==> src/rtl/uart_pkg.sv <==
// Shared UART sizing constants, used by the TX buffer, the TX FIFO and the RX FIFO.
package uart_pkg;

  localparam int BYTE_WIDTH    = 8;
  localparam int TX_FIFO_DEPTH = 16;
  localparam int RX_FIFO_DEPTH = 16;

endpackage : uart_pkg

==> src/rtl/uart_tx_fifo.sv <==
// Byte FIFO with first-word-fall-through read port and a synchronous flush.
// Full/empty come from wrap-bit pointers, so no separate occupancy register is kept.
module uart_tx_fifo
  import uart_pkg::*;
#(
  parameter  int DATA_WIDTH = BYTE_WIDTH,
  parameter  int DEPTH      = TX_FIFO_DEPTH,
  localparam int CNT_WIDTH  = $clog2(DEPTH + 1)
) (
  input  logic                  clk,
  input  logic                  rst,
  input  logic                  clear,
  input  logic                  inValid,
  output logic                  inReady,
  output logic                  full,
  input  logic [DATA_WIDTH-1:0] data_in,
  output logic                  outValid,
  input  logic                  outReady,
  output logic [DATA_WIDTH-1:0] data_out,
  output logic                  empty,
  output logic [CNT_WIDTH-1:0]  count
);

  localparam int ADDR_W = $clog2(DEPTH);
  localparam int PTR_W  = ADDR_W + 1;

  logic [DATA_WIDTH-1:0] mem_q [DEPTH];
  logic [PTR_W-1:0]      wr_ptr_q, wr_ptr_d;
  logic [PTR_W-1:0]      rd_ptr_q, rd_ptr_d;
  logic [ADDR_W-1:0]     wr_addr, rd_addr;
  logic                  push, pop;

  assign wr_addr = wr_ptr_q[ADDR_W-1:0];
  assign rd_addr = rd_ptr_q[ADDR_W-1:0];

  // Same address with opposite wrap bits means the writer is a full lap ahead.
  assign empty = (wr_ptr_q == rd_ptr_q);
  assign full  = (wr_addr == rd_addr) && (wr_ptr_q[ADDR_W] != rd_ptr_q[ADDR_W]);
  assign count = CNT_WIDTH'(wr_ptr_q - rd_ptr_q);

  assign inReady  = !full;
  assign outValid = !empty;
  assign data_out = mem_q[rd_addr];

  assign push = inValid && !full && !clear;
  assign pop  = outReady && !empty && !clear;

  // NOTE: every always_comb output gets a default first so no path can infer a latch.
  always_comb begin
    wr_ptr_d = wr_ptr_q;
    rd_ptr_d = rd_ptr_q;
    if (clear) begin
      wr_ptr_d = '0;
      rd_ptr_d = '0;
    end else begin
      if (push) wr_ptr_d = wr_ptr_q + 1'b1;
      if (pop)  rd_ptr_d = rd_ptr_q + 1'b1;
    end
  end

  // NOTE: sequential state uses non-blocking assignments so all flops update together.
  always_ff @(posedge clk or negedge rst) begin
    if (!rst) begin
      wr_ptr_q <= '0;
      rd_ptr_q <= '0;
    end else begin
      wr_ptr_q <= wr_ptr_d;
      rd_ptr_q <= rd_ptr_d;
    end
  end

  // NOTE: storage has no reset; empty pointers keep stale entries from ever being presented.
  always_ff @(posedge clk) begin
    if (push) mem_q[wr_addr] <= data_in;
  end

endmodule : uart_tx_fifo

==> config.mk <==
export PLATFORM = sky130hd
export DESIGN_NAME = uart_tx_fifo
export DESIGN_NICKNAME = d
export VERILOG_FILES = /design/src/rtl/uart_pkg.sv /design/src/rtl/uart_tx_fifo.sv
export SDC_FILE = /design/constraint.sdc
export NUM_CORES = 1
export LEC_CHECK = 0
export BUFFER_PORTS_ARGS = -buffer_cell sky130_fd_sc_hd__buf_2
export CAP_MARGIN = 30
export CORE_ASPECT_RATIO = 1.4
export CORE_MARGIN = 5
export CORE_UTILIZATION = 60
export DETAILED_ROUTE_END_ITERATION = 7
export PLACE_DENSITY = 0.78
export REMOVE_ABC_BUFFERS = 1
export SLEW_MARGIN = 5
export SYNTH_ARGS = -nofsm -noshare
export SYNTH_HDL_FRONTEND = slang
export SYNTH_SLANG_ARGS = --single-unit
==> constraint.sdc <==
create_clock -name clk -period 3.3 [get_ports clk]
set_input_delay 0.33 -clock clk [delete_from_list [all_inputs] [get_ports clk]]
set_output_delay 0.33 -clock clk [all_outputs]
set_load 0.005 [all_outputs]
==> flow_summary.ini, run 1 <==
[clock_tree]
cts_tree = yes
clock_path_buffers = 2
worstSkewPairLatency_ns = 0.41
cts_buffers = 17
cts.clk_slew.worst_paths_ns = 0.05
cts_sinks = 138
post_cts_buffers = 0
htree_levels = 4
cts_resized = 0
cts-root-buf = clkbuf_16

[drt]
wl_per_cell_um = 23.78
routed_via_density = 6.350
ant_nets = 0
vias = 3118
drt_pass1_iterations = 5
first_iter_violations = 269
drcViolationCount = 0
wirelength_mm = 11.68

[layout]
mostFrequentLayoutCell = edfxtp_1
synthToLayoutAreaGrowth_pct = 15.10
layout.nets = 391
final_cell_mix = edfxtp_1 (128), buf_2 (29), mux2i_1 (26)
final_util_pct = 70.35
layout-drive-gt1-share_pct = 26.25
fillers = 547
regArea_mm2 = 0.004095
multiInputGateArea_mm2 = 0.001504
diodes = 0

[sta]
period_share_pct = 91.10
rsz0062_at_grt = no
fin_hold_ws_ns = 0.2374
worst_slew_pin_slew_ns = 0.7069
fin_tns_setup_ns = 0
relSlewSlack_pct = 52.77
setup_violations = 0
finalMaxSlewViolations = 0
hold_violations = 0
fin_crit_ns = 3.006
fmax_ghz = 0.3326
fin_worst_skew_ns = 0.005799

[synth]
synth_area_leaders = edfxtp_1 (67%), mux4_2 (9.4%), mux2i_1 (4.5%)
ys_warn_count = 0
synthArstFlopShare_pct = 7.246
synth_cells = 315
synth_top_area_cell = edfxtp_1
yosys.cell_types.count = 37
yosysSeqAreaShare_pct = 71.21
ys_ff_latch = 138
synth_top_cell_area_share_pct = 66.86
ys.flop_type = edfxtp_1
synthesis.area_mm2 = 0.005749
avgSynthCellArea_um2 = 18.25
synth_edf_count = 128

[global_routing]
grt_first_pass_wirelength_mm = 18.51
overflow = 0
grt_use_total_pct = 21.99
antenna_found_initial = 0
grt_max_degree = 44
grt_pass1_vias = 3209

[placement]
dp.final_hpwl_mm = 7.649
portBuffers = 29
routabilityCongestion = 1.025

[floorplan]
start_util_pct = 61.12
die_x_um = 92.73
die_y_um = 125.8
die-area_mm2 = 0.01167
coreArea_mm2 = 0.009407
rows = 42
ioPinCount = 30

[setup_path]
critical_path_depth = 6
cp.required_ns = 2.97
endpoint_kind = output port
rr_worst_depth = 7
path_buf_inv = 2
slowest_delay_ns = 0.61
critPathLaunchType = register
path_cells = buf_4, nor2b_1, a22oi_1, a32oi_1, o21ai_0, buf_2
slowest_stage = nor2b_1
path_max_fanout = 27
arrival_ns = 2.68
critPathKind = register to output port
cp_top_family = compound AO/OA/AOI/OAI gates

[power_and_ir_drop]
power_density_mw_per_mm2 = 634.3
swShare_pct = 22.45
combPwrFrac_pct = 13.4
seqPwrFrac_pct = 46.5
cellLeakagePower_nw = 2.286
p_int_w = 0.003255
vdd_ir_drop_max_uv = 418.1
p_sw_w = 0.0009425
clkPwrFrac_pct = 40.1

[job]
max_cap_viol_count = 0

[worst_hold_path]
hold_depth = 2
hold_class = primary input to register

[outcome]
status = finished, final reports clean
## sequential cells by signal, summed over array words and instances (netlist names)
register	cells
rd_ptr_q	5
mem_q	128
wr_ptr_q	5
## layer usage
metal  routed length (um)  global-route usage [%]  part of all wire, %  vias up
li1                     -                       -                    -     1360
met1                 4542                   28.88                   39     1558
met2                 5898                   35.38                   51      170
met3                  855                   4.952                  7.3       30
met4                  380                   9.836                  3.3        0
met5                    0                       0                    0        -
## cell usage after synthesis (2+ instances only)
master	instances
a22oi_1	8
mux2i_1	26
a32oi_1	8
a21oi_1	3
o21ai_0	11
edfxtp_1	128
dfrtp_1	10
clkbuf_1	2
nor2_1	23
nor3_1	4
mux4_2	24
xnor2_1	9
nand2_1	7
inv_1	10
buf_2	2
a21o_1	2
a211oi_1	3
clkbuf_2	2
clkbuf_8	3
buf_6	2
nand2b_1	2
buf_4	2
xor2_1	2
ha_1	9
## logic make-up (layout without fill, tap and decap cells)
family	Yosys count	after routing	share of synthesized area [%]
compound gates	38	38	4.766
xor+xnor	12	12	1.959
fa+ha+maj	10	10	2.307
buf+inv	25	91	2.633
flops	138	138	71.21
mux	50	50	13.93
simple gates	42	42	3.199
## area by class of cell
type / instances / area share, %
Multi-Input combinational cell: 152 / 22.73
Sequential cell: 138 / 61.88
Clock inverter: 3 / 0.2269
Inverter: 11 / 0.6239
Clock buffer: 29 / 7.884
Timing Repair Buffer: 48 / 4.576
Tap cell: 110 / 2.080
## final timing paths
| path | startpoint | end | slack [ns] |
|---|---|---|---|
| worst max-delay path | rd_ptr_q[2] | data_out[0] | 0.29 |
| worst min-delay path | clear | rd_ptr_q[4] | 0.24 |
| worst max register to register | rd_ptr_q[3] | mem_q[6][3] | 0.46 |
| worst min register to register | wr_ptr_q[4] | wr_ptr_q[4] | 0.65 |
| max in group asynchronous | rst | rd_ptr_q[0] | 2.78 |
| min in group asynchronous | rst | rd_ptr_q[2] | 0.31 |
## stage by stage
stage                     total power [W]  worst slack [ns]  instances  instance area, um2
after floorplan                  0.002345           -0.6327        301                5639
after global placement           0.002542            0.6543        458                6071
after detailed placement         0.002550            0.5412        458                6071
after CTS                        0.004233            0.3568        491                6618
after global routing             0.004354            0.1593        491                6618
final                            0.004198            0.2937        491                6618
## timing repair
item                                   in CTS  in global routing
endpoints found under the hold margin      10                  0
hold buffers                                1                  0
setup endpoints to repair                   0                  0
## worst register-to-register path: cells and delay by family (launching register included)
family | cells | cell delay [ns]
simple gates | 3 | 0.75
flops | 1 | 0.55
buf+inv | 2 | 0.44
compound gates | 1 | 0.43
fa+ha+maj | 1 | 0.38
## power by group through the flow
stage / clock network [W] / logic (W) / registers (W)
floorplan: 0 / 0.000307 / 0.00204
global placement: 0 / 0.000559 / 0.00198
detailed placement: 0 / 0.000565 / 0.00198
CTS: 0.00171 / 0.000572 / 0.00195
global route: 0.00178 / 0.000622 / 0.00195
finish: 0.00168 / 0.000564 / 0.00195
(Power assumes the default switching activity.)
==> inputs of run 2 (changes only) <==
--- a/config.mk
+++ b/config.mk
@@ -8,7 +8,7 @@
 export BUFFER_PORTS_ARGS = -buffer_cell sky130_fd_sc_hd__buf_2
 export CAP_MARGIN = 30
 export CORE_ASPECT_RATIO = 1.4
-export CORE_MARGIN = 5
+export CORE_MARGIN = 2
 export CORE_UTILIZATION = 60
 export DETAILED_ROUTE_END_ITERATION = 7
 export PLACE_DENSITY = 0.78
==> run 2 against run 1 <==
  * Largest cell class unchanged
  * Non-clock buffer count stayed put
  * Register-to-register slack worse by 0.07 ns
  * Highest routed layer unchanged
  * Cell count stayed put
  * Critical endpoint is now data_out[3]
  * Critical path depth stayed put
==> flow_summary.ini, run 2 (same netlist as run 1, synthesis figures left out) <==
[sta]
relSlewSlack_pct = 57.68
fin_hold_ws_ns = 0.2308
fin_tns_setup_ns = 0
hold_violations = 0
fin_crit_ns = 2.959
setup_violations = 0
rsz0062_at_grt = no
worst_slew_pin_slew_ns = 0.6336
fmax_ghz = 0.3380
period_share_pct = 89.65
finalMaxSlewViolations = 0
fin_worst_skew_ns = 0.006225

[power_and_ir_drop]
power_density_mw_per_mm2 = 662.9
clkPwrFrac_pct = 43.3
swShare_pct = 22.31
p_sw_w = 0.0009890
report.power.total_w = 0.004434
vdd_ir_drop_max_uv = 464.2
seqPwrFrac_pct = 44.0
cellLeakagePower_nw = 2.313
p_int_w = 0.003445
combPwrFrac_pct = 12.7

[setup_path]
r2r_slack_ns = 0.39
slowest_stage = nor2b_1
critPathKind = register to output port
rr_endpoint = mem_q[6][7]
slowest_delay_ns = 0.55
cp.required_ns = 2.97
r2r_start = rd_ptr_q[3]
rr_worst_depth = 7
arrival_ns = 2.63
path_cells = buf_4, nor2b_1, a22oi_1, a32oi_1, o21ai_0, buf_2
endpoint_kind = output port
cp_top_family = compound AO/OA/AOI/OAI gates
critPathLaunchType = register
path_buf_inv = 2
path_max_fanout = 27

[layout]
layout-drive-gt1-share_pct = 27.30
layout.nets = 391
top_regs = mem_q (128), rd_ptr_q (5), wr_ptr_q (5)
largest_register = mem_q
diodes = 0
mostFrequentLayoutCell = edfxtp_1
final_cell_mix = edfxtp_1 (128), buf_2 (29), mux2i_1 (26)
largest_register_ff_count = 128
synthToLayoutAreaGrowth_pct = 16.34

[outcome]
status = finished, final reports clean

[floorplan]
die_x_um = 86.73
start_util_pct = 61.12
rows = 42
ioPinCount = 30
die_y_um = 119.8
coreArea_mm2 = 0.009407
die-area_mm2 = 0.01039

[drt]
wirelength_mm = 11.80
wl_per_cell_um = 24.03
drcViolationCount = 0
drt_pass1_iterations = 5
vias = 3118
first_iter_violations = 331
routed_via_density = 6.350
ant_nets = 0

[clock_tree]
cts-root-buf = clkbuf_16
cts_buffers = 17
clock_path_buffers = 2
cts_tree = yes
cts_sinks = 138
worstSkewPairLatency_ns = 0.41
htree_levels = 4
cts.clk_slew.worst_paths_ns = 0.05
cts_resized = 0

[worst_hold_path]
min_to = wr_ptr_q[0]
hold_class = primary input to register
hold_depth = 2
min_from = clear

[job]
max_cap_viol_count = 0

[global_routing]
grt_max_degree = 44
grt_first_pass_wirelength_mm = 18.13
antenna_found_initial = 0
grt_use_total_pct = 25.01
overflow = 0
grt_pass1_vias = 3151

[placement]
portBuffers = 29
dp.final_hpwl_mm = 7.484
routabilityCongestion = 0.8379
==> run 2: worst max-delay path by stage <==
stage | from | to | slack, ns | cells past startpoint
after global routing | rd_ptr_q[3] | mem_q[6][1] | 0.17 | 7
after floorplan | rd_ptr_q[0] | mem_q[0][0] | -0.63 | 5
final | rd_ptr_q[2] | data_out[3] | 0.34 | 6
after global placement | rd_ptr_q[3] | mem_q[7][1] | 0.63 | 7
after detailed placement | rd_ptr_q[3] | mem_q[6][6] | 0.48 | 7
after CTS | rd_ptr_q[2] | data_out[0] | 0.36 | 6
==> run 2: layout make-up <==
class,count,area (um2)
clock buffer,18,429.2
clock inverter,14,178.9
fill,573,2718
inverter,11,41.29
multi-input combinational,152,1504
sequential,138,4095
tap,110,137.6
timing repair buffer,48,302.8
==> run 2: power groups by stage <==
stage               Clock (W)  Sequential (W)  Combinational, W
global route          0.00202         0.00195          0.000611
detailed placement          0         0.00198          0.000560
floorplan                   0         0.00204          0.000307
finish                0.00192         0.00195          0.000562
global placement            0         0.00198          0.000554
CTS                   0.00194         0.00195          0.000568
==> run 2: routing by layer <==
layer | up-vias | share of wire (%) | GRT usage, %
met5 | - | 0 | 0
met4 | 0 | 1.6 | 8.398
met3 | 18 | 6.9 | 7.221
met2 | 171 | 51 | 39.76
met1 | 1567 | 40 | 33.52
li1 | 1362 | - | -
==> run 2: stage by stage <==
stage | instances | setup WS [ns] | instance area (um2) | util [%]
after floorplan | 301 | -0.6327 | 5639 | -
after detailed placement | 458 | 0.4825 | 6071 | 64.54
after global routing | 491 | 0.1686 | 6689 | 71.11
after CTS | 491 | 0.3647 | 6689 | 71.11
final | 491 | 0.3415 | 6689 | 71.11
after global placement | 458 | 0.6300 | 6071 | 64.54
==> run 2: timing repair <==
item                       CTS  global route
hold buffers                 1             0
hold endpoints to repair    10             0
setup endpoints to repair    0             0
buffers inserted             0             0
